### config.mk
export PLATFORM = sky130hd
export DESIGN_NAME = iod_delay_tap_ctrl
export DESIGN_NICKNAME = d
export VERILOG_FILES = /design/src/rtl/iod_delay_tap_ctrl.sv
export SDC_FILE = /design/constraint.sdc
export NUM_CORES = 1
export LEC_CHECK = 0
export ABC_AREA = 0
export CORE_ASPECT_RATIO = 0.9
export CORE_UTILIZATION = 24
export DETAILED_ROUTE_END_ITERATION = 8
export DONT_BUFFER_PORTS = 1
export SYNTH_ARGS = -nofsm -noshare
export SYNTH_HDL_FRONTEND = slang
export SYNTH_SLANG_ARGS = --single-unit
### constraint.sdc
create_clock -name FAB_CLK -period 3.35 [get_ports FAB_CLK]
set_clock_uncertainty 0.05 [all_clocks]
set_input_delay 0.335 -clock FAB_CLK [delete_from_list [all_inputs] [get_ports FAB_CLK]]
set_output_delay 0.335 -clock FAB_CLK [all_outputs]
set_load 0.01 [all_outputs]
### src/rtl/iod_delay_tap_ctrl.sv
// Tap-adjust sequencer for the DDR3 address/command IOD delay lines.
// One command at a time: strobes LOAD/MOVE with setup and settle spacing and tracks a shadow tap per lane.
module iod_delay_tap_ctrl #(
  parameter int NUM_LANES     = 14,
  parameter int MAX_TAP       = 255,
  parameter int LOAD_TAP      = 1,
  parameter int SETTLE_CYCLES = 4
) (
  input  logic                         FAB_CLK,
  input  logic                         ARST_N,
  input  logic                         CMD_VALID,
  output logic                         CMD_READY,
  input  logic [$clog2(NUM_LANES)-1:0] CMD_LANE,
  input  logic [1:0]                   CMD_OP,
  input  logic [7:0]                   CMD_STEPS,
  output logic [NUM_LANES-1:0]         DELAY_LINE_LOAD,
  output logic [NUM_LANES-1:0]         DELAY_LINE_MOVE,
  output logic [NUM_LANES-1:0]         DELAY_LINE_DIRECTION,
  input  logic [NUM_LANES-1:0]         DELAY_LINE_OUT_OF_RANGE,
  output logic                         DONE,
  output logic                         RESP_OOR,
  output logic                         RESP_ERR,
  output logic [7:0]                   RESP_STEPS,
  output logic [7:0]                   RESP_TAP
);

  localparam int LW = $clog2(NUM_LANES);
  localparam int SW = (SETTLE_CYCLES > 1) ? $clog2(SETTLE_CYCLES) : 1;
  localparam logic [SW-1:0] SETTLE_INIT = SW'(SETTLE_CYCLES - 1);
  localparam logic [7:0]    MAX_V       = 8'(MAX_TAP);
  localparam logic [7:0]    LOAD_V      = 8'(LOAD_TAP);
  localparam logic [1:0]    OP_LOAD     = 2'b00;
  localparam logic [1:0]    OP_INC      = 2'b01;
  localparam logic [1:0]    OP_DEC      = 2'b10;
  localparam logic [1:0]    OP_RSV      = 2'b11;

  typedef enum logic [2:0] {
    S_IDLE, S_LOAD, S_SETUP, S_PULSE, S_SETTLE, S_CHECK, S_DONE
  } state_t;

  state_t                 state_q;
  logic [LW-1:0]          lane_q;
  logic [1:0]             op_q;
  logic [7:0]             steps_q;
  logic [7:0]             cnt_q;
  logic [SW-1:0]          settle_q;
  logic [7:0]             shadow_q [NUM_LANES];
  logic                   ready_q;
  logic                   done_q;
  logic [NUM_LANES-1:0]   load_q;
  logic [NUM_LANES-1:0]   move_q;
  logic [NUM_LANES-1:0]   dir_q;
  logic                   resp_oor_q;
  logic                   resp_err_q;
  logic [7:0]             resp_steps_q;
  logic [7:0]             resp_tap_q;

  logic [NUM_LANES-1:0]   lane_oh;
  logic [NUM_LANES-1:0]   cmd_oh;
  logic [7:0]             tap_cur;
  logic [7:0]             tap_nxt;
  logic [7:0]             cmd_tap;
  logic [7:0]             cnt_nxt;
  logic                   lane_oor;
  logic                   cmd_lane_bad;
  logic                   at_limit;

  generate
    for (genvar gi = 0; gi < NUM_LANES; gi++) begin : g_onehot
      assign lane_oh[gi] = (lane_q == LW'(gi));
      assign cmd_oh[gi]  = (CMD_LANE == LW'(gi));
    end
  endgenerate

  // Shadow/flag lookup by compare loop so an illegal lane simply reads as zero.
  always_comb begin
    tap_cur  = '0;
    cmd_tap  = '0;
    lane_oor = 1'b0;
    for (int i = 0; i < NUM_LANES; i++) begin
      if (lane_oh[i]) begin
        tap_cur  = shadow_q[i];
        lane_oor = DELAY_LINE_OUT_OF_RANGE[i];
      end
      if (cmd_oh[i]) begin
        cmd_tap = shadow_q[i];
      end
    end
  end

  assign tap_nxt      = (op_q == OP_INC) ? (tap_cur + 8'd1) : (tap_cur - 8'd1);
  assign cnt_nxt      = cnt_q + 8'd1;
  assign cmd_lane_bad = ({1'b0, CMD_LANE} >= (LW + 1)'(NUM_LANES));
  assign at_limit     = ((op_q == OP_INC) && (tap_cur == MAX_V)) ||
                        ((op_q == OP_DEC) && (tap_cur == 8'd0));

  always_ff @(posedge FAB_CLK) begin
    if (!ARST_N) begin
      state_q      <= S_IDLE;
      lane_q       <= '0;
      op_q         <= OP_LOAD;
      steps_q      <= '0;
      cnt_q        <= '0;
      settle_q     <= '0;
      ready_q      <= 1'b1;
      done_q       <= 1'b0;
      load_q       <= '0;
      move_q       <= '0;
      dir_q        <= '0;
      resp_oor_q   <= 1'b0;
      resp_err_q   <= 1'b0;
      resp_steps_q <= '0;
      resp_tap_q   <= '0;
      for (int i = 0; i < NUM_LANES; i++) begin
        shadow_q[i] <= LOAD_V;
      end
    end else begin
      done_q <= 1'b0;
      load_q <= '0;
      move_q <= '0;
      case (state_q)
        S_IDLE: begin
          if (CMD_VALID && ready_q) begin
            lane_q       <= CMD_LANE;
            op_q         <= CMD_OP;
            steps_q      <= CMD_STEPS;
            cnt_q        <= '0;
            ready_q      <= 1'b0;
            resp_oor_q   <= 1'b0;
            resp_err_q   <= 1'b0;
            resp_steps_q <= '0;
            resp_tap_q   <= '0;
            if (cmd_lane_bad || (CMD_OP == OP_RSV)) begin
              state_q    <= S_DONE;
              done_q     <= 1'b1;
              resp_err_q <= 1'b1;
            end else if (CMD_OP == OP_LOAD) begin
              state_q <= S_LOAD;
              load_q  <= cmd_oh;
            end else if (CMD_STEPS == 8'd0) begin
              state_q    <= S_DONE;
              done_q     <= 1'b1;
              resp_tap_q <= cmd_tap;
            end else begin
              state_q <= S_SETUP;
              dir_q   <= (CMD_OP == OP_INC) ? cmd_oh : '0;
            end
          end
        end
        S_LOAD: begin
          for (int i = 0; i < NUM_LANES; i++) begin
            if (lane_oh[i]) shadow_q[i] <= LOAD_V;
          end
          settle_q <= SETTLE_INIT;
          state_q  <= S_SETTLE;
        end
        S_SETUP: begin
          // A step that would leave the legal tap range is refused before any pulse.
          if (at_limit) begin
            state_q      <= S_DONE;
            done_q       <= 1'b1;
            dir_q        <= '0;
            resp_oor_q   <= 1'b1;
            resp_steps_q <= cnt_q;
            resp_tap_q   <= tap_cur;
          end else begin
            move_q  <= lane_oh;
            state_q <= S_PULSE;
          end
        end
        S_PULSE: begin
          settle_q <= SETTLE_INIT;
          state_q  <= S_SETTLE;
        end
        S_SETTLE: begin
          if (settle_q == '0) begin
            state_q <= S_CHECK;
          end else begin
            settle_q <= settle_q - 1'b1;
          end
        end
        S_CHECK: begin
          if (op_q == OP_LOAD) begin
            state_q      <= S_DONE;
            done_q       <= 1'b1;
            resp_oor_q   <= lane_oor;
            resp_tap_q   <= tap_cur;
          end else if (lane_oor) begin
            state_q      <= S_DONE;
            done_q       <= 1'b1;
            dir_q        <= '0;
            resp_oor_q   <= 1'b1;
            resp_steps_q <= cnt_q;
            resp_tap_q   <= tap_cur;
          end else begin
            for (int i = 0; i < NUM_LANES; i++) begin
              if (lane_oh[i]) shadow_q[i] <= tap_nxt;
            end
            cnt_q <= cnt_nxt;
            if (cnt_nxt < steps_q) begin
              state_q <= S_SETUP;
            end else begin
              state_q      <= S_DONE;
              done_q       <= 1'b1;
              dir_q        <= '0;
              resp_steps_q <= cnt_nxt;
              resp_tap_q   <= tap_nxt;
            end
          end
        end
        S_DONE: begin
          ready_q <= 1'b1;
          state_q <= S_IDLE;
        end
        default: begin
          state_q <= S_IDLE;
          ready_q <= 1'b1;
          dir_q   <= '0;
        end
      endcase
    end
  end

  assign CMD_READY            = ready_q;
  assign DONE                 = done_q;
  assign DELAY_LINE_LOAD      = load_q;
  assign DELAY_LINE_MOVE      = move_q;
  assign DELAY_LINE_DIRECTION = dir_q;
  assign RESP_OOR             = resp_oor_q;
  assign RESP_ERR             = resp_err_q;
  assign RESP_STEPS           = resp_steps_q;
  assign RESP_TAP             = resp_tap_q;

endmodule

# Word level (Yosys, flattened, before mapping)
# Memories as Yosys holds them, arrays and structs flattened.
# Cells that the tools add are included.
# op_classes
reduce_logical	30
order_cmp	2
n_eq_ne	49
muxes	254
bitwise	35
n_addsub	4
# ops
operator	count
2-to-1 mux 8 bit	72
2-to-1 mux 1 bit	154
2-to-1 mux 14 bit	9
case mux 14 bit (4 select lines)	1
equality test 4 bit, second input constant	12
case mux 8 bit (3 select lines)	2
equality test 4 x 3 -> 1 bit, second input constant	8
bitwise OR 1 bit	28
2-to-1 mux 3 bit	9
!= test 2 bit, second input constant	9
adder 8 x 1 -> 8 bit, second input constant	2
equality test 4 x 2 -> 1 bit, second input constant	4
zero test 8 bit	2
case mux 8 bit (2 select lines)	1
case mux 3 bit (5 select lines)	1
AND reduction 4 bit	3
OR reduction 5 bit	2
equality test 3 bit, second input constant	3
equality test 4 x 1 -> 1 bit, second input constant	2
equality test 8 bit, second input constant	1
zero test 4 bit	2
< comparator 8 bit	1
AND reduction 2 bit	4
AND reduction 8 bit	1
other kinds (24)	41
# word_totals
elab_cells	390
regBits	89
memories	1
ramBits	112
output_inout_bits	62
inputBits	31
# memory_table
name	depth	width	rd	rd_ports_with_merged_regs	write_ports	line	rtl
shadow_q	14	8	14	0	14	47	logic [7:0] shadow_q [NUM_LANES];

# Depth between registers and ports, before layout
# depth
ltp_word	21
ltp_mapped	18
mapped_depth_nobuf	15

# Least setup slack after synthesis
# OpenSTA, ideal clock, no wires.
# synth_path
path_type	register -> register
startpoint	register lane_q[1]
endpoint	register resp_tap_q[6] (netlist: RESP_TAP[6])
path_buffers	1
required_ps	3209
setup_time_ps	91
synth_period_minus_slack_ps	3581
arrival_ps	3440
stages_incl_launch_ff	17
slack_ps	-231
path_cell_list	dfxtp_1 > buf_6 > or4b_1 > o21ai_0 > a21oi_1 > a211o_1 > and2_1 > fa_1 > a21o_1 > a21oi_1 > o21bai_1 > a21oi_1 > xnor2_1 > nand2_1 > o41ai_1 > a21oi_1 > a311oi_1
# synth_via
elab_chain_cells	21
word_cells_on_any_way	58
classes_between	2 x add/sub; 16 x eq/ne; 34 x mux; 6 x reduce/logical
# synth_rtl
item	line	rtl
from (decl)	42	logic [LW-1:0] lane_q;
from (signal assigned)	100	lane_q <= '0;
from (signal assigned)	124	lane_q <= CMD_LANE;
zero test 4 bit	70	assign lane_oh[gi] = (lane_q == LW'(gi));
2-to-1 mux 8 bit (14 in a row)	81	if (lane_oh[i]) begin
subtractor 8 x 1 -> 8 bit / adder 8 x 1 -> 8 bit (equally long branches)	91	assign tap_nxt = (op_q == OP_INC) ? (tap_cur + 8'd1) : (tap_cur - 8'd1);
2-to-1 mux 8 bit	91	
2-to-1 mux 8 bit	200	if (cnt_nxt < steps_q) begin
2-to-1 mux 8 bit	188	end else if (lane_oor) begin
2-to-1 mux 8 bit	183	if (op_q == OP_LOAD) begin
case mux 8 bit (3 select lines)	121	case (state_q)
to (signal assigned)	187	resp_tap_q <= tap_cur;
to (signal assigned)	194	resp_tap_q <= tap_cur;
to (signal assigned)	207	resp_tap_q <= tap_nxt;
to (decl)	56	logic [7:0] resp_tap_q;
# Several ways; a longest one is shown, not always the timed one. The select of a mux whose other input is x is not followed.
# A chain may end at the register's enable or synchronous reset.

# Final worst setup path
# Ends and elaborated chain as after synthesis.

==> impl_metrics.tcl <==
set metrics [dict create \
    p_clk_share_pct 20.6 \
    drtIter0Drc 1481 \
    p_sw_w 0.005654 \
    swShare_pct 40.43 \
    fmax_ghz 0.2737 \
    core_area_um2 44480 \
    comb_power_share_pct 57.6 \
    fin_area_um2 15800 \
    seq_area_frac_synth_pct 46.56 \
    slew_viol_final 0 \
    numCtsBuffers 22 \
    period_share_pct 109.1 \
    synthArstFlopShare_pct 0 \
    avgViaCountPerCell 5.462 \
    fin_ws_ns -0.3036 \
    cts.sinks 201 \
    finalSetupTns_ns -7.798 \
    finalHoldViolations 0 \
    fin_crit_ns 3.654 \
    power_density_nw_per_um2 885.4 \
    synth_top_area_share_pct 28.71 \
    layout-drive-gt1-share_pct 34.77 \
    synth_edf_count 104 \
    start_util_pct 24.46 \
    cellLeakagePower_nw 5.714 \
    dieArea_um2 46190 \
    netlist_top_cells_area "edfxtp_1, dfxtp_1, nor2_1, nand2_1, a21oi_1" \
    ios 93 \
    synthToLayoutAreaGrowth_pct 45.20 \
    route.vias.total 11160 \
    grt_pass1_wl_mm 71.22 \
    worstPathArrival_ns 4.05 \
    synthesis.area_um2 10880 \
    cts_buffer_depth 3 \
    slew_headroom_pct 31.23 \
    die_width_um 226.4 \
    nets 1473 \
    synth_seq_cells 201 \
    syn_avg_cell_area_um2 9.173 \
    drtPass1Iterations 6 \
    wl_mm 50.98 \
    cts_tree "done" \
    ir_drop_uv 640.0 \
    yosysWarnings 0 \
    post-route-drc-count 0 \
    cap_viol_max_count 0 \
    cp.required_ns 3.74 \
    clockRootBuffer "clkbuf_16" \
    p_int_w 0.008332 \
    grt_pass1_vias 10370 \
    grt_use_total_pct 21.07 \
    pre_cts_slack_ns -0.6272 \
    insertion_delay_ns 0.54 \
    port-buffer-count 0 \
    p_seq_share_pct 21.8 \
    final_util_pct 35.51 \
    critPathCaptureType "flip-flop" \
    grt_start_max_net_pins 52 \
    synthCells 1186 \
    grt_setup_unrepaired "yes" \
    routedWlPerCell_um 24.95 \
    antenna_found_initial 5 \
    violations "setup timing" \
    die_h_um 204.0 \
    antenna_left 0 \
    crit_type "flip-flop to flip-flop" \
    ys.flop_type "edfxtp_1" \
    path_clk_slew_ns 0.07 \
    hp-class "input pin to flip-flop" \
    overflow 0 \
    path_max_fanout 7 \
    cp-start-kind "flip-flop" \
    num_rows 73 \
    setup_viol 77 \
    placed_area_um2 13150 \
    status "finished, violations left" \
    dp.final_hpwl_mm 36.48 \
    synth_largest_area_cell "edfxtp_1" \
    gp_congestion 1.062 \
    synth_fp_nets 1234 \
    worst_slew_pin_slew_ns 1.028 \
    synth.distinct_cells 84 \
    htreeDepth 1 \
]
## synth_stat cells (all sizes together) (11+ instances only)
cell    count
a211oi     22
a21oi      93
a221oi     11
a22oi      15
a311oi     12
buf        35
clkbuf     41
dfxtp      97
edfxtp    104
ha         16
inv        26
mux2       12
mux2i      34
nand2     132
nand2b     18
nand3      32
nor2      193
nor2b      12
nor3       26
o21ai      60
o22ai      16
## worst max-delay path, stage by stage, from the launching register on
cell and delay [ns]:
dfxtp_4 0.40, buf_8 0.15, or4b_4 0.50, o21ai_4 0.11, a21oi_2 0.05, a211o_4 0.36
and2_4 0.19, fa_2 0.36, a21o_1 0.18, a21oi_2 0.15, o21bai_1 0.09, a21oi_1 0.17
xnor2_1 0.21, nand2_1 0.19, o41ai_2 0.12, a21oi_1 0.08, a311oi_1 0.21
## placed cells by master, fill, tap and decap left out, types with 7 or more instances in the layout
cell,count
buf_6,34
nor2_4,23
o22ai_1,11
nand2b_1,14
dlygate4sd3_1,19
clkbuf_16,27
nor2_1,142
nor2b_1,9
a211oi_1,18
nand3_1,26
mux2_2,12
nand4_1,10
inv_1,26
a22oi_1,12
nand3b_1,10
dfxtp_1,92
nor2_2,28
nand4b_1,7
nand2_1,124
nor3_1,23
a311oi_1,9
edfxtp_1,104
buf_12,24
ha_1,13
mux2i_1,33
a21oi_2,17
a32oi_1,7
o21ai_0,49
a21oi_1,74
mux4_2,10
buf_4,204
## per-layer routing
metal | track usage (%) | share of wire, % | up-vias
met1 | 28.83 | 41 | 5482
met5 | 0 | 0.063 | -
met2 | 31.83 | 44 | 670
met4 | 7.481 | 4.1 | 4
li1 | - | - | 4868
met3 | 5.463 | 11 | 134
## metrics by stage
stage / power, W / hold slack (ns) / cells
CTS: 0.01248 / 0.04736 / 2015
finish: 0.01399 / 0.05395 / 2043
floorplan: 0.005817 / 0.3863 / 1186
global placement: 0.008844 / 0.3777 / 1928
detailed placement: 0.008866 / 0.3854 / 1928
global route: 0.01445 / 0.04189 / 2041
## state kept, by name, summed over array words and instances (netlist names), 4 cells and up
register,cells
shadow_q,112
DELAY_LINE_LOAD,14
DELAY_LINE_MOVE,14
RESP_STEPS,8
steps_q,8
lane_q,4
cnt_q,8
RESP_TAP,8
DELAY_LINE_DIRECTION,14
## path summary, 6_finish.rpt
check                                                endpoint               startpoint  cells after the start  slack, ns
worst max-delay path                 RESP_TAP[6]$_SDFFE_PN0P_   lane_q[1]$_SDFFE_PN0P_                     16      -0.30
worst min-delay path            shadow_q[0][48]$_SDFFCE_PN1P_                   ARST_N                      2       0.05
worst max register to register       RESP_TAP[6]$_SDFFE_PN0P_   lane_q[1]$_SDFFE_PN0P_                     16      -0.30
worst min register to register        steps_q[0]$_SDFFE_PN0P_  steps_q[0]$_SDFFE_PN0P_                      2       0.41
## kinds of logic (layout without fill, tap and decap cells)
family	count (synthesis)	after routing	synth area share, %
and+or+nand+nor	488	488	20.92
AOI/OAI and AO/OA	307	307	18.85
DFF	201	201	46.56
buffers and inverters	105	360	4.244
muxes	56	56	6.441
adders and majority gates	17	17	2.024
xor gates and xnor gates	12	12	0.9661
other	0	2	0
## layout make-up
| type | instances | area [um^2] |
|---|---|---|
| fill | 4477 | 28690 |
| multi-input combinational | 880 | 6230 |
| sequential | 201 | 5079 |
| timing repair buffer | 291 | 2758 |
| tap | 600 | 750.7 |
| clock buffer | 30 | 684.4 |
| clock inverter | 10 | 177.7 |
| inverter | 29 | 112.6 |
| antenna | 2 | 5.005 |
## power by group through the flow
| stage | Clock, W | Sequential (W) | Combinational (W) |
|---|---|---|---|
| after CTS | 0.00292 | 0.00304 | 0.00652 |
| after global routing | 0.00301 | 0.00308 | 0.00835 |
| after global placement | 0 | 0.00310 | 0.00575 |
| final | 0.00288 | 0.00305 | 0.00805 |
| after floorplan | 0 | 0.00297 | 0.00284 |
| after detailed placement | 0 | 0.00310 | 0.00577 |
## what timing repair did
action                                  4_1_cts  5_1_grt
endpoints found under the setup margin      261      226
gates resized for setup                      91      172
buffers inserted                             27       29
pin swaps                                    41       62
hold endpoints to repair                     40        0
cloned                                        1        3
hold buffers                                 19        0
Note: power is estimated with default switching activity, not from simulation.
